`src/rtl/pipe_pkg.sv`:
```
// rtl/pipe_pkg.sv - shared state encoding and stage-boundary payload widths for pipe_stage_register
package pipe_pkg;

  // Occupancy of a pipeline stage register; PIPE_TWO only exists with the skid buffer
  typedef enum logic [1:0] {
    PIPE_EMPTY = 2'd0,
    PIPE_ONE   = 2'd1,
    PIPE_TWO   = 2'd2
  } pipe_state_e;

  // Packed payload widths per stage boundary
  // IF/ID : pc(32) + instr(32)
  localparam int IF_ID_W  = 64;
  // ID/EX : pc(32) + rs1_val(32) + rs2_val(32) + imm(32) + rd(5) + ctrl(16)
  localparam int ID_EX_W  = 149;
  // EX/MEM: alu_res(32) + rs2_val(32) + rd(5) + ctrl(8)
  localparam int EX_MEM_W = 77;
  // MEM/WB: result(32) + rd(5) + ctrl(4)
  localparam int MEM_WB_W = 41;

endpackage

```
`src/rtl/sat_counter.sv`:
```
// rtl/sat_counter.sv - saturating up-counter with synchronous clear
module sat_counter #(
  parameter int W = 16
) (
  input  logic         clk,
  input  logic         reset_n,
  input  logic         inc,
  input  logic         clr,
  output logic [W-1:0] cnt
);

  logic [W-1:0] cnt_q;
  logic [W-1:0] cnt_d;

  // Clear beats increment; increment stops at all-ones
  always_comb begin
    cnt_d = cnt_q;
    if (clr) begin
      cnt_d = '0;
    end else if (inc && (cnt_q != {W{1'b1}})) begin
      cnt_d = cnt_q + W'(1);
    end
  end

  // Counter register
  always_ff @(posedge clk or negedge reset_n) begin
    if (!reset_n) begin
      cnt_q <= '0;
    end else begin
      cnt_q <= cnt_d;
    end
  end

  assign cnt = cnt_q;

endmodule

```
`src/rtl/pipe_stage_register.sv`:
```
// rtl/pipe_stage_register.sv - valid/ready pipeline stage register with flush, stall counter and optional skid buffer (PIPE_STAGE_SKID_EN)
module pipe_stage_register
  import pipe_pkg::*;
#(
  parameter int                 DATA_W      = 32,
  parameter logic [DATA_W-1:0]  RESET_VAL   = '0,
  parameter int                 STALL_CNT_W = 16
) (
  input  logic                   clk,
  input  logic                   reset_n,
  input  logic                   flush_i,
  input  logic                   in_valid_i,
  output logic                   in_ready_o,
  input  logic [DATA_W-1:0]      in_data_i,
  output logic                   out_valid_o,
  input  logic                   out_ready_i,
  output logic [DATA_W-1:0]      out_data_o,
  output logic [STALL_CNT_W-1:0] stall_cnt_o,
  input  logic                   stall_cnt_clr_i
);

  pipe_state_e       state_q;
  pipe_state_e       state_d;
  logic [DATA_W-1:0] main_q;
  logic [DATA_W-1:0] main_d;
  logic              in_fire;
  logic              out_fire;

  assign out_valid_o = (state_q != PIPE_EMPTY);
  assign out_data_o  = main_q;
  assign in_fire     = in_valid_i & in_ready_o;
  assign out_fire    = out_valid_o & out_ready_i;

`ifdef PIPE_STAGE_SKID_EN
  logic [DATA_W-1:0] skid_q;
  logic [DATA_W-1:0] skid_d;
  logic              in_ready_q;
  logic              in_ready_d;

  // Two-entry occupancy: a payload arriving while the output stalls parks in skid
  always_comb begin
    state_d    = state_q;
    main_d     = main_q;
    skid_d     = skid_q;
    if (flush_i) begin
      state_d = PIPE_EMPTY;
      main_d  = RESET_VAL;
      skid_d  = RESET_VAL;
    end else begin
      case (state_q)
        PIPE_EMPTY: begin
          if (in_fire) begin
            state_d = PIPE_ONE;
            main_d  = in_data_i;
          end
        end
        PIPE_ONE: begin
          if (in_fire && out_fire) begin
            main_d = in_data_i;
          end else if (in_fire) begin
            state_d = PIPE_TWO;
            skid_d  = in_data_i;
          end else if (out_fire) begin
            state_d = PIPE_EMPTY;
          end
        end
        PIPE_TWO: begin
          if (out_fire) begin
            state_d = PIPE_ONE;
            main_d  = skid_q;
          end
        end
        default: state_d = PIPE_EMPTY;
      endcase
    end
    // Ready is derived from next occupancy so it never sees out_ready_i combinationally
    in_ready_d = (state_d != PIPE_TWO);
  end

  // Occupancy, payload and ready registers
  always_ff @(posedge clk or negedge reset_n) begin
    if (!reset_n) begin
      state_q    <= PIPE_EMPTY;
      main_q     <= RESET_VAL;
      skid_q     <= RESET_VAL;
      in_ready_q <= 1'b1;
    end else begin
      state_q    <= state_d;
      main_q     <= main_d;
      skid_q     <= skid_d;
      in_ready_q <= in_ready_d;
    end
  end

  assign in_ready_o = in_ready_q;
`else
  // Single entry: accept whenever the held payload is absent or leaving this cycle
  always_comb begin
    state_d = state_q;
    main_d  = main_q;
    if (flush_i) begin
      state_d = PIPE_EMPTY;
      main_d  = RESET_VAL;
    end else if (in_fire) begin
      state_d = PIPE_ONE;
      main_d  = in_data_i;
    end else if (out_fire) begin
      state_d = PIPE_EMPTY;
    end
  end

  // Occupancy and payload registers
  always_ff @(posedge clk or negedge reset_n) begin
    if (!reset_n) begin
      state_q <= PIPE_EMPTY;
      main_q  <= RESET_VAL;
    end else begin
      state_q <= state_d;
      main_q  <= main_d;
    end
  end

  assign in_ready_o = !out_valid_o | out_ready_i;
`endif

  sat_counter #(
    .W (STALL_CNT_W)
  ) u_stall_cnt (
    .clk     (clk),
    .reset_n (reset_n),
    .inc     (out_valid_o & ~out_ready_i),
    .clr     (stall_cnt_clr_i),
    .cnt     (stall_cnt_o)
  );

endmodule

```
`config.mk`:
```
export PLATFORM = sky130hd
export DESIGN_NAME = pipe_stage_register
export DESIGN_NICKNAME = d
export VERILOG_FILES = /design/src/rtl/pipe_pkg.sv /design/src/rtl/sat_counter.sv /design/src/rtl/pipe_stage_register.sv
export SDC_FILE = /design/constraint.sdc
export NUM_CORES = 1
export LEC_CHECK = 0
export BUFFER_PORTS_ARGS = -buffer_cell sky130_fd_sc_hd__clkbuf_2
export CORE_UTILIZATION = 47
export DETAILED_ROUTE_END_ITERATION = 6
export GPL_ROUTABILITY_DRIVEN = 0
export HOLD_SLACK_MARGIN = 0.15
export PLACE_DENSITY = 0.79
export SETUP_SLACK_MARGIN = 0.1
export SYNTH_ARGS = -nofsm -noshare
export SYNTH_HDL_FRONTEND = slang
export SYNTH_SLANG_ARGS = --single-unit
```
`constraint.sdc`:
```
create_clock -name clk -period 2.2 [get_ports clk]
set_input_delay 0.44 -clock clk [delete_from_list [all_inputs] [get_ports clk]]
set_output_delay 0.44 -clock clk [all_outputs]
set_load 0.005 [all_outputs]
```
==> results.toml <==
[floorplanning]
core_area_sq_mm = 0.004115
placementRows = 23
pin_count = 88
fp.dieArea_sq_mm = 0.004664
die_w_um = 68.30
initial_utilization = 0.5020
die_h_um = 68.30

[place]
place_worst_setup_slack_ns = 0.2048
place_area_sq_mm = 0.002565
place_hpwl_mm = 3.342
port_buffers = 87

[critical_path]
crit_path_cell_trace = "ha_1 -> nand3_1 -> nor4_2 -> nor2_1 -> mux2_2"
critPathKind = "reg2reg"
start_kind = "flop"
rr_worst_depth = 5
cp_slowest_cell = "nor4_2"
crit-reg2reg-launch = "u_stall_cnt.cnt[0]"
rrSetupSlack_ns = 0.26
path_max_fanout = 6
r2r-end = "u_stall_cnt.cnt[0]"
arrival_ns = 2.12
end_kind = "flop"
cp_slowest_stage_delay_ns = 0.53
critPathRequiredTime_ns = 2.39

[global_route]
grt_overflow_total = 0
grt_pass1_wl_mm = 7.300
grtUsageTotal = 0.2162
antenna_found_initial = 0
grt_pass1_vias = 1649
grt_max_degree = 50

[clocking]
cts_tree = "done"
cts_made_buffers = 5
post_cts_buffers = 0
clk-insertion-delay-late_ns = 0.29
cts_resized = 0
hold_buffers = 0
cts_root_buffer = "clkbuf_8"
cts_buffer_depth = 2
clkSinkCount = 49
cts.reportedPaths.clkPinSlew_ns = 0.08
htreeDepth = 2

[timing]
setup_viol = 0
fin_ws_ns = 0.2629
finalCriticalPeriod_ns = 1.937
rsz0062_at_grt = "false"
hold_violations = 0
worst-slew-pin-transition_ns = 1.171
fmax_ghz = 0.5162
slew_headroom = 0.2185
finClkSkew_ns = 0.002275
setup-tns-final_ns = 0
fin_crit_sh = 0.8805
slew_violations = 0

[power_and_ir_drop]
ir_drop_mv = 0.4953
p_leak_nw = 1.341
power_mw = 1.633
p_per_area_mw_per_mm2 = 616.7

[synthesis]
synth_fa_ha_area_frac = 0.006057
yosysWarnings = 0
synthArstFlopShare = 1.000
synth.cell_area_sq_mm = 0.002066
synthFlopType = "dfrtp_1"
synthCells = 174
synth-compound-area-share = 0.2144
synth_edf_count = 0
synth_nets = 213
synthTopCellsByArea = "dfrtp_1 (59%), a22o_1 (14%), a21oi_1 (2.9%), or4_1 (2.2%), nand3_1 (1.7%)"
yosys.area_share.simple = 0.1423
synth_top_cell_area_share = 0.5936
synth.largest_area_cell = "dfrtp_1"
synth_seq_cells = 49
synth_mux_area_frac = 0.02120
seq_area_frac_synth = 0.5936
synth_area_per_cell_sq_um = 11.87
synth_cell_types = 34
synthXorXnorAreaFrac = 0
synth_top_family_by_area = "compound AO/OA/AOI/OAI gates"

[routing]
wl_per_cell_um = 14.82
first_pass_iters = 4
vias = 1777
drc = 0
drtIter0Drc = 124
vias_per_cell = 5.659
final_antenna_net_count = 0
drt_wl_total_mm = 4.653

[final_layout]
finish.instance_area_sq_mm = 0.002649
fillers = 323
final_nets = 302
layout_common_cells = "clkbuf_2 (87), dfrtp_1 (49), a22o_1 (32)"
n_antenna_cell = 0
drive_above_1_share = 0.4015
syn2layout_area_growth_pct = 28.23
multiInputGateArea_sq_um = 799.5
regArea_sq_mm = 0.001226
final_common_cell = "clkbuf_2"

[min_path]
hp-class = "in2async"

[job]
drv_cap = 0

[outcome]
status = "completed"
==> critical path: cells and delay by family, from the launching register on <==
family                     cells  cell delay (ns)
muxes                          1             0.30
DFF                            1             0.42
adders and majority gates      1             0.23
and+or+nand+nor                3             0.86
==> stage by stage <==
step                std cells  hold slack (ns)    util
floorplan                 174           0.1444       -
global placement          306           0.4865  0.6233
detailed placement        306           0.4910  0.6233
CTS                       314           0.2486  0.6437
global route              314           0.2734  0.6437
finish                    314           0.2175  0.6437
==> how the worst max path moves through the flow <==
stage	depth (start not counted)	from	to
after floorplan	6	out_ready_i	u_stall_cnt.cnt[11]
after global placement	6	out_ready_i	out_data_o[19]
after detailed placement	6	out_ready_i	out_data_o[29]
after CTS	5	state_q[0]	out_data_o[29]
after global routing	5	state_q[0]	out_data_o[27]
final	5	u_stall_cnt.cnt[0]	u_stall_cnt.cnt[0]
==> synth_stat cells (all sizes together), types with 4 or more instances <==
cell and count:
a21oi 12, a22o 32, clkbuf 8, dfrtp 49
nand2 8, nand3 7, nand4 5, nor2 8
o21ai 4, o31ai 4, or4 6
==> cells by family after synthesis <==
family                   count (synthesis)
AO/OA/AOI/OAI                           58
adder cells (fa/ha/maj)                  1
buffers and inverters                   12
flip-flops                              49
multiplexers                             4
AND/OR/NAND/NOR                         50
==> registers in the layout (all words and copies together) (netlist names) <==
name             cells
u_stall_cnt.cnt     16
state_q              1
out_data_o          32
==> layer usage <==
metal | up-vias | global-route usage | share of wire
met5 | - | 0 | 0
met4 | 0 | 0.08594 | 0.014
met3 | 5 | 0.07500 | 0.071
met2 | 70 | 0.3382 | 0.46
met1 | 858 | 0.2726 | 0.45
li1 | 844 | - | -
==> area by class of cell <==
cell class                      instances  share of cell area
Clock buffer                            7             0.02881
Clock inverter                          1            0.002834
Sequential cell                        49              0.4629
Multi-Input combinational cell        113              0.3018
Inverter                                3            0.004251
Tap cell                               50             0.02362
Timing Repair Buffer                   91              0.1757
==> where the power goes <==
group | switching, mW | internal, mW | total [mW] | leakage (nW)
Sequential | 0.0235 | 0.937 | 0.961 | 0.664
Clock | 0.276 | 0.225 | 0.501 | 0.0385
Combinational | 0.0879 | 0.0837 | 0.172 | 0.639
Note: power is estimated with default switching activity, not from simulation.
